$ cat src/rtl/td_decoder_if.sv
// Start/result bundle of the time-domain decoder.
// The master drives the request side; the slave returns the measurement.
interface td_decoder_if #(
    parameter int CNT_W = 8
);
    logic             start;
    logic             pol;
    logic             td_in;
    logic             out_ready;
    logic [CNT_W-1:0] value;
    logic             timeout;
    logic             valid;
    logic             busy;

    modport master (
        output start, pol, td_in, out_ready,
        input  value, timeout, valid, busy
    );

    modport slave (
        input  start, pol, td_in, out_ready,
        output value, timeout, valid, busy
    );
endinterface

$ cat src/rtl/td_decoder.sv
// Time-domain decoder: counts clk cycles from start until the selected edge
// appears on the synchronized td_in, then holds the result until accepted.
module td_decoder #(
    parameter int CNT_W       = 8,
    parameter int SYNC_STAGES = 2
) (
    input  logic        clk,
    input  logic        rst_n,
    td_decoder_if.slave bus
);
    localparam logic [CNT_W-1:0] CNT_ZERO = {CNT_W{1'b0}};
    localparam logic [CNT_W-1:0] CNT_MAX  = {CNT_W{1'b1}};
    localparam logic [CNT_W-1:0] CNT_ONE  = {{(CNT_W-1){1'b0}}, 1'b1};

    typedef enum logic [1:0] {
        IDLE  = 2'd0,
        COUNT = 2'd1,
        HOLD  = 2'd2
    } state_t;

    state_t                 state_r;
    logic [CNT_W-1:0]       cnt_r;
    logic [CNT_W-1:0]       value_r;
    logic                   timeout_r;
    logic                   valid_r;
    logic                   busy_r;
    logic                   pol_r;
    logic [SYNC_STAGES-1:0] sync_r;
    logic                   sync_prev_r;
    logic                   sync_out_s;
    logic                   det_s;

    assign sync_out_s = sync_r[SYNC_STAGES-1];

    // Free-running td_in synchronizer plus one extra flop for edge history.
    always_ff @(posedge clk or negedge rst_n) begin
        if (!rst_n) begin
            sync_r      <= {SYNC_STAGES{1'b0}};
            sync_prev_r <= 1'b0;
        end else begin
            sync_r      <= {sync_r[SYNC_STAGES-2:0], bus.td_in};
            sync_prev_r <= sync_out_s;
        end
    end

    // Edge detector for the polarity latched at start.
    always_comb begin
        det_s = 1'b0;
        case (pol_r)
            1'b0:    det_s = sync_out_s & ~sync_prev_r;
            1'b1:    det_s = ~sync_out_s & sync_prev_r;
            default: det_s = 1'b0;
        endcase
    end

    // Measurement FSM with registered result and status outputs.
    always_ff @(posedge clk or negedge rst_n) begin
        if (!rst_n) begin
            state_r   <= IDLE;
            cnt_r     <= CNT_ZERO;
            value_r   <= CNT_ZERO;
            timeout_r <= 1'b0;
            valid_r   <= 1'b0;
            busy_r    <= 1'b0;
            pol_r     <= 1'b0;
        end else begin
            case (state_r)
                IDLE: begin
                    if (bus.start) begin
                        state_r   <= COUNT;
                        cnt_r     <= CNT_ZERO;
                        pol_r     <= bus.pol;
                        timeout_r <= 1'b0;
                        busy_r    <= 1'b1;
                    end
                end
                COUNT: begin
                    // A detected edge beats saturation on the same cycle.
                    if (det_s) begin
                        value_r   <= cnt_r;
                        timeout_r <= 1'b0;
                        valid_r   <= 1'b1;
                        state_r   <= HOLD;
                    end else if (cnt_r == CNT_MAX) begin
                        value_r   <= CNT_MAX;
                        timeout_r <= 1'b1;
                        valid_r   <= 1'b1;
                        state_r   <= HOLD;
                    end else begin
                        cnt_r <= cnt_r + CNT_ONE;
                    end
                end
                HOLD: begin
                    if (bus.out_ready) begin
                        valid_r <= 1'b0;
                        busy_r  <= 1'b0;
                        state_r <= IDLE;
                    end
                end
                default: begin
                    state_r <= IDLE;
                    valid_r <= 1'b0;
                    busy_r  <= 1'b0;
                end
            endcase
        end
    end

    assign bus.value   = value_r;
    assign bus.timeout = timeout_r;
    assign bus.valid   = valid_r;
    assign bus.busy    = busy_r;
endmodule

$ cat src/flat_wrapper.sv
// flat-port wrapper written by rule: the top's interface ports become plain ports
module td_decoder_flat 
#(
    parameter int CNT_W       = 8,
    parameter int SYNC_STAGES = 2
)
  (clk, rst_n, bus_start, bus_pol, bus_td_in, bus_out_ready, bus_value, bus_timeout, bus_valid, bus_busy);
  td_decoder_if #(.CNT_W(CNT_W)) bus_i ();
  input  logic clk;
  input  logic rst_n;
  input wire logic [$bits(bus_i.start)-1:0] bus_start;
  input wire logic [$bits(bus_i.pol)-1:0] bus_pol;
  input wire logic [$bits(bus_i.td_in)-1:0] bus_td_in;
  input wire logic [$bits(bus_i.out_ready)-1:0] bus_out_ready;
  output wire logic [$bits(bus_i.value)-1:0] bus_value;
  output wire logic [$bits(bus_i.timeout)-1:0] bus_timeout;
  output wire logic [$bits(bus_i.valid)-1:0] bus_valid;
  output wire logic [$bits(bus_i.busy)-1:0] bus_busy;
  assign bus_i.start = bus_start;
  assign bus_i.pol = bus_pol;
  assign bus_i.td_in = bus_td_in;
  assign bus_i.out_ready = bus_out_ready;
  assign bus_value = bus_i.value;
  assign bus_timeout = bus_i.timeout;
  assign bus_valid = bus_i.valid;
  assign bus_busy = bus_i.busy;
  td_decoder #(.CNT_W(CNT_W), .SYNC_STAGES(SYNC_STAGES)) u_core (.clk(clk), .rst_n(rst_n), .bus(bus_i));
endmodule
$ cat config.mk
export PLATFORM = sky130hd
export DESIGN_NAME = td_decoder_flat
export DESIGN_NICKNAME = d
export VERILOG_FILES = /design/src/rtl/td_decoder_if.sv /design/src/rtl/td_decoder.sv /design/src/flat_wrapper.sv
export SDC_FILE = /design/constraint.sdc
export NUM_CORES = 1
export LEC_CHECK = 0
export CAP_MARGIN = 10
export CORE_UTILIZATION = 46
export DETAILED_ROUTE_END_ITERATION = 10
export GPL_TIMING_DRIVEN = 0
export PLACE_DENSITY_LB_ADDON = 0.1
export SYNTH_ARGS = -nofsm -noshare
export SYNTH_HDL_FRONTEND = slang
export SYNTH_SLANG_ARGS = --single-unit
export TNS_END_PERCENT = 100
$ cat constraint.sdc
create_clock -name clk -period 1.5 [get_ports clk]
set_input_delay 0.3 -clock clk [delete_from_list [all_inputs] [get_ports clk]]
set_output_delay 0.3 -clock clk [all_outputs]
set_load 0.05 [all_outputs]
==> flow_metrics.py, run 1 <==
metrics = {
    "logic_synthesis": {
        "synthCells": 93,
        "yosys_most_used_dff": "dfrtp_1",
        "yosysMostFrequentCell": "dfrtp_1",
        "postSynth.asyncResetShare": 1.00,
        "synth_top_area_frac": 0.565,
        "synthTopCellsByCount": "dfrtp_1 (25), nand2_1 (10), o22a_1 (8), mux2i_1 (5), nor2_1 (5)",
        "synth-edff-count": 0,
        "avgSynthCellArea_um2": 11.9,
        "synthTopCellsByArea": "dfrtp_1 (56%), o22a_1 (6.3%), mux2i_1 (4.5%)",
        "synth_warnings": 0,
        "yosysSeqAreaShare": 0.565,
        "synth_top_area_cell": "dfrtp_1",
        "synth.distinct_cells": 35,
        "synth_seq_cells": 25,
        "syn_area_um2": 1110,
        "synth_fp_nets": 100,
    },
    "floorplan": {
        "num_rows": 17,
        "die_x_um": 51.1,
        "coreArea_um2": 2230,
        "ios": 17,
        "dieArea_um2": 2610,
        "start_util": 0.496,
        "chipHeight_um": 51.1,
    },
    "worst_setup_path": {
        "cp.required_ns": 1.75,
        "cp_max_fo": 10,
        "crit_chain": "and3b_2, or3_4, buf_8, nor4_4, mux2i_1",
        "critical_path_arrival_ns": 1.87,
        "path_buf_inv": 1,
        "crit_path_end_kind": "flop",
        "cpPeakStageDelay_ns": 0.41,
        "start_kind": "flop",
        "critPathKind": "flop to flop",
        "crit_family": "simple AND/OR/NAND/NOR gates",
        "crit_path_top_delay_cell": "or3_4",
    },
    "pwr": {
        "p_leak_nw": 0.643,
        "p_int_mw": 1.73,
        "p_sw_mw": 1.43,
        "peakVddDrop_mv": 1.62,
        "switching_share": 0.452,
        "clockPowerShare": 0.094,
        "power_frac_comb": 0.550,
        "power_density_nw_per_um2": 2100,
        "seqPwrFrac": 0.356,
    },
    "run_status": {
        "violations": "setup timing",
        "status": "complete, but fails checks",
    },
    "placement": {
        "detailed_place_hpwl_um": 1460,
        "gp_congestion": 0.737,
        "port_buffers": 16,
    },
    "routing": {
        "initialDrtViolationCount": 13,
        "viasPerCell": 5.40,
        "first_pass_iters": 4,
        "vias": 826,
        "ant_nets": 0,
        "detail_route.wl_per_cell_um": 14.9,
        "route.detailed.drc": 0,
        "totalWireLength_um": 2280,
    },
    "finish": {
        "final_core_util": 0.671,
        "n_antenna_cell": 0,
        "seqCellArea_um2": 627,
        "nFillCells": 171,
        "multi_input_area_um2": 524,
        "drive_gt1_frac": 0.344,
        "synthToLayoutAreaGrowth_pct": 35.4,
        "nets": 133,
    },
    "cts": {
        "cts_sinks": 25,
        "cts_tree": "built",
        "htreeDepth": 1,
        "cts_root_buf": "clkbuf_4",
        "clk_latency_ns": 0.32,
        "hold_buffers": 0,
        "cts_buffers": 3,
        "clockBufferDepth": 2,
        "path_clk_slew_ns": 0.13,
    },
    "grt": {
        "grt_max_degree": 26,
        "grt_pass1_vias": 808,
        "grt.overflow.total": 0,
        "grtUsageTotal": 0.205,
        "grt_pass1_wl_um": 3790,
        "antenna_found_initial": 0,
    },
    "sta": {
        "slew-limit-headroom": 0.575,
        "finalCritPeriodShare": 1.08,
        "finalCriticalPeriod_ns": 1.62,
        "max_slew.worst_pin.slew_ns": 0.636,
        "setup_viol": 14,
        "slew_viol_final": 0,
        "finalClockSkew_ns": 0.00304,
        "worst_slack_ns": -0.118,
        "hold_ws_ns": 0.358,
        "setup_tns_ns": -0.624,
        "fmax_mhz": 618,
        "hold_viol": 0,
        "rsz0062_at_grt": "yes",
    },
    "run": {
        "drv_cap": 0,
    },
    "worst_hold_path": {
        "hold_class": "input pin to asynchronous set/reset pin",
    },
}
-- layout by cell type (no fill, tap or decap), types with 2 or more instances in the layout --
cell type and n:
dfrtp_1 24, buf_6 3, a21oi_1 2, clkdlybuf4s15_2 8
buf_4 10, nor4_4 2, clkdlybuf4s50_1 5, nand3_1 4
nor2_1 5, o21ai_1 2, clkbuf_4 3, nand2_1 9
mux2i_1 5, o21ai_0 2, o22a_1 8, a21o_1 2
clkbuf_2 3, inv_1 2
-- timing repair --
action,in CTS,in global routing
pin swaps,3,6
buffers inserted,7,3
gates cloned,1,0
setup endpoints to repair,30,22
gates resized for setup,40,11
endpoints found under the hold margin,0,0
-- cells by family after synthesis --
| group | after synthesis | share of synthesized area |
|---|---|---|
| AND/OR/NAND/NOR | 31 | 0.164 |
| AO/OA/AOI/OAI | 26 | 0.181 |
| flip-flops | 25 | 0.565 |
| multiplexers | 6 | 0.0554 |
| buffers and inverters | 4 | 0.0237 |
| adder cells (fa/ha/maj) | 1 | 0.0113 |
-- through the flow --
step                cell area, um2  setup WS, ns  total power, mW  instances
floorplan                     1110       -0.0163             2.23         93
finish                        1500        -0.118             3.16        153
global route                  1500        -0.188             3.35        153
CTS                           1460        -0.132             3.12        149
detailed placement            1310        -0.252             2.70        137
global placement              1310        -0.220             2.68        137
-- flip-flops by register name, indices dropped and copies added (netlist names) --
register	flops
u_core.pol_r	1
u_core.state_r	2
u_core.bus.valid	1
u_core.sync_r	2
u_core.bus.busy	1
u_core.bus.value	8
u_core.bus.timeout	1
u_core.sync_prev_r	1
u_core.cnt_r	8
-- worst reg2reg max path, cell delays in order (launching register included) --
cell     delay (ns)
dfrtp_1        0.39
and3b_2        0.22
or3_4          0.41
buf_8          0.16
nor4_4         0.16
mux2i_1        0.21
-- worst paths after layout --
path                                         start                  end  slack, ns  cells after the start
max in group asynchronous                    rst_n  u_core.bus.value[5]       0.62                      2
worst max register to register  u_core.sync_prev_r      u_core.cnt_r[5]      -0.12                      5
worst max-delay path            u_core.sync_prev_r      u_core.cnt_r[5]      -0.12                      5
min in group clk                  u_core.sync_r[0]     u_core.sync_r[1]       0.39                      0
worst min-delay path                         rst_n     u_core.bus.valid       0.36                      1
worst min register to register    u_core.sync_r[0]     u_core.sync_r[1]       0.39                      0
-- per-layer routing --
layer  GRT usage  up-vias  share of wire
li1            -      406              -
met1       0.291      399           0.49
met2       0.303       17           0.45
met3      0.0387        4          0.040
met4      0.0972        0          0.012
met5           0        -              0
-- power groups by stage --
stage | Sequential [mW] | Combinational (mW) | Clock, mW
floorplan | 1.63 | 0.597 | 0
global placement | 1.14 | 1.54 | 0
detailed placement | 1.15 | 1.56 | 0
CTS | 1.12 | 1.69 | 0.311
global route | 1.16 | 1.86 | 0.336
finish | 1.12 | 1.74 | 0.297
-- layout make-up --
cell class	instances	area share
tap	28	0.0234
clock buffer	4	0.0175
sequential	25	0.418
inverter	2	0.00501
buffer	2	0.0175
multi-input combinational	64	0.350
timing repair buffer	28	0.169
Note: power is estimated with default switching activity, not from simulation.
==> run 2, diff against run 1 <==
Settings changed: CORE_UTILIZATION 46 to 30.
==> flow_metrics.py, run 2 (synthesis gave the netlist of run 1 again) <==
metrics = {
    "grt": {
        "met3_usage": 0.0292,
        "met1_usage": 0.181,
        "use_met2": 0.261,
        "grt_max_degree": 26,
        "grt.overflow.total": 0,
        "grt_pass1_vias": 992,
        "grt_pass1_wl_um": 4590,
        "grtUsageTotal": 0.149,
        "grt_busiest_layer": "met2",
        "antenna_found_initial": 0,
    },
    "cts": {
        "clockBufferDepth": 2,
        "cts_sinks": 25,
        "cts_tree": "built",
        "cts_root_buf": "clkbuf_8",
        "path_clk_slew_ns": 0.10,
        "cts_buffers": 3,
        "htreeDepth": 1,
        "clk_latency_ns": 0.27,
    },
    "worst_setup_path": {
        "reg2reg_to": "u_core.cnt_r[3]",
        "start_kind": "flop",
        "reg2reg_depth": 6,
        "reg2reg_slack_ns": -0.12,
        "crit_start": "u_core.sync_prev_r",
        "critPathKind": "flop to flop",
        "cp.required_ns": 1.70,
        "r2r-start": "u_core.sync_prev_r",
        "crit_path_end_kind": "flop",
        "critical_path_arrival_ns": 1.82,
        "worstSetupEndpoint": "u_core.cnt_r[3]",
        "cp_max_fo": 6,
    },
    "pwr": {
        "power_density_nw_per_um2": 2150,
        "peakVddDrop_mv": 0.827,
        "p_leak_nw": 0.684,
    },
    "finish": {
        "final_cell_area_um2": 1600,
        "mostFrequentLayoutCell": "dfrtp_1",
        "drive_gt1_frac": 0.328,
        "synthToLayoutAreaGrowth_pct": 44.9,
        "final_core_util": 0.466,
        "final_cell_mix": "dfrtp_1 (24), buf_4 (13), nand2_1 (9)",
        "final_cells": 177,
        "n_antenna_cell": 0,
        "nets": 139,
    },
    "floorplan": {
        "dieArea_um2": 3940,
        "chipHeight_um": 62.8,
        "num_rows": 21,
        "coreArea_um2": 3440,
        "ios": 17,
        "die_x_um": 62.8,
        "start_util": 0.322,
    },
    "placement": {
        "post_dp_cell_area_um2": 1330,
        "dp.cells": 155,
        "gp_congestion": 0.806,
        "port_buffers": 16,
        "detailed_place_hpwl_um": 1660,
    },
    "routing": {
        "route.detailed.drc": 0,
        "initialDrtViolationCount": 21,
        "detail_route.wl_per_cell_um": 15.3,
        "first_pass_iters": 4,
        "totalWireLength_um": 2710,
        "viasPerCell": 5.03,
        "ant_nets": 0,
        "vias": 890,
    },
    "run_status": {
        "violations": "setup timing",
        "status": "complete, but fails checks",
    },
    "sta": {
        "rsz0062_at_grt": "yes",
        "finalCritPeriodShare": 1.08,
        "setup_viol": 19,
        "finalCriticalPeriod_ns": 1.62,
        "max_slew.worst_pin.slew_ns": 0.584,
        "hold_ws_ns": 0.367,
        "hold_viol": 0,
        "setup_tns_ns": -1.69,
        "fmax_mhz": 617,
        "worst_slack_ns": -0.121,
        "slew_viol_final": 0,
        "slew-limit-headroom": 0.610,
        "finalClockSkew_ns": 0.00545,
    },
    "worst_hold_path": {
        "hold_class": "flop to flop",
    },
    "run": {
        "drv_cap": 0,
    },
}
==> run 2: cell types whose count changed in the layout (fill, tap and decap cells not counted), sizes merged <==
cell | previous run | this run
clkinvlp | 0 | 1
clkbuf | 7 | 4
buf | 14 | 20
dlygate4sd2 | 0 | 5
clkdlybuf4s15 | 8 | 5
==> run 2: worst min-delay path by stage <==
stage / start / to / slack (ns) / cells after the start
after CTS: u_core.sync_r[0] / u_core.sync_r[1] / 0.37 / 0
after global placement: u_core.sync_r[0] / u_core.sync_r[1] / 0.34 / 0
after floorplan: rst_n / u_core.bus.busy / 0.004 / 0
after detailed placement: u_core.sync_r[0] / u_core.sync_r[1] / 0.35 / 0
final: u_core.sync_r[0] / u_core.sync_r[1] / 0.37 / 0
after global routing: u_core.sync_r[0] / u_core.sync_r[1] / 0.38 / 0
==> run 2: power by group <==
group | internal, mW | switching (mW)
clock network | 0.189 | 0.234
logic | 0.786 | 1.12
registers | 0.928 | 0.190
total | 1.90 | 1.54
==> run 2: final cells by class <==
class,count,area [um2]
plain buffers,2,26.3
clock buffers,3,41.3
clock inverters,1,7.51
fillers,341,1840
inverters,2,7.51
multi-input cells,64,531
flip-flops and latches,25,627
well taps,46,57.6
repair buffers,34,307
==> run 2: timing repair <==
item | in CTS | in global routing
cloned | 0 | 1
pin swaps | 12 | 4
endpoints found under the setup margin | 30 | 25
buffers inserted | 11 | 5
resized for setup | 30 | 13
hold buffers | 0 | 0
==> run 2: worst max-delay path: stages (launching register included) <==
cell and delay, ns:
dfrtp_1 0.38, and3b_2 0.22, or3_4 0.40, buf_8 0.16, buf_6 0.13, nor2_1 0.09, a2bb2oi_1 0.17
==> run 2: metal layers <==
metal / wire, um / vias to the layer above / part of all wire
met5: 0 / - / 0
met4: 56 / 0 / 0.021
met3: 67 / 6 / 0.025
met2: 1360 / 20 / 0.50
met1: 1220 / 445 / 0.45
li1: - / 419 / -
==> run 2: through the flow <==
stage          total power [mW]  setup WS (ns)
2_1_floorplan              2.23        -0.0163
3_5_place_dp               2.74         -0.262
3_3_place_gp               2.71         -0.281
5_1_grt                    3.64         -0.194
4_1_cts                    3.32         -0.101
6_report                   3.44         -0.121
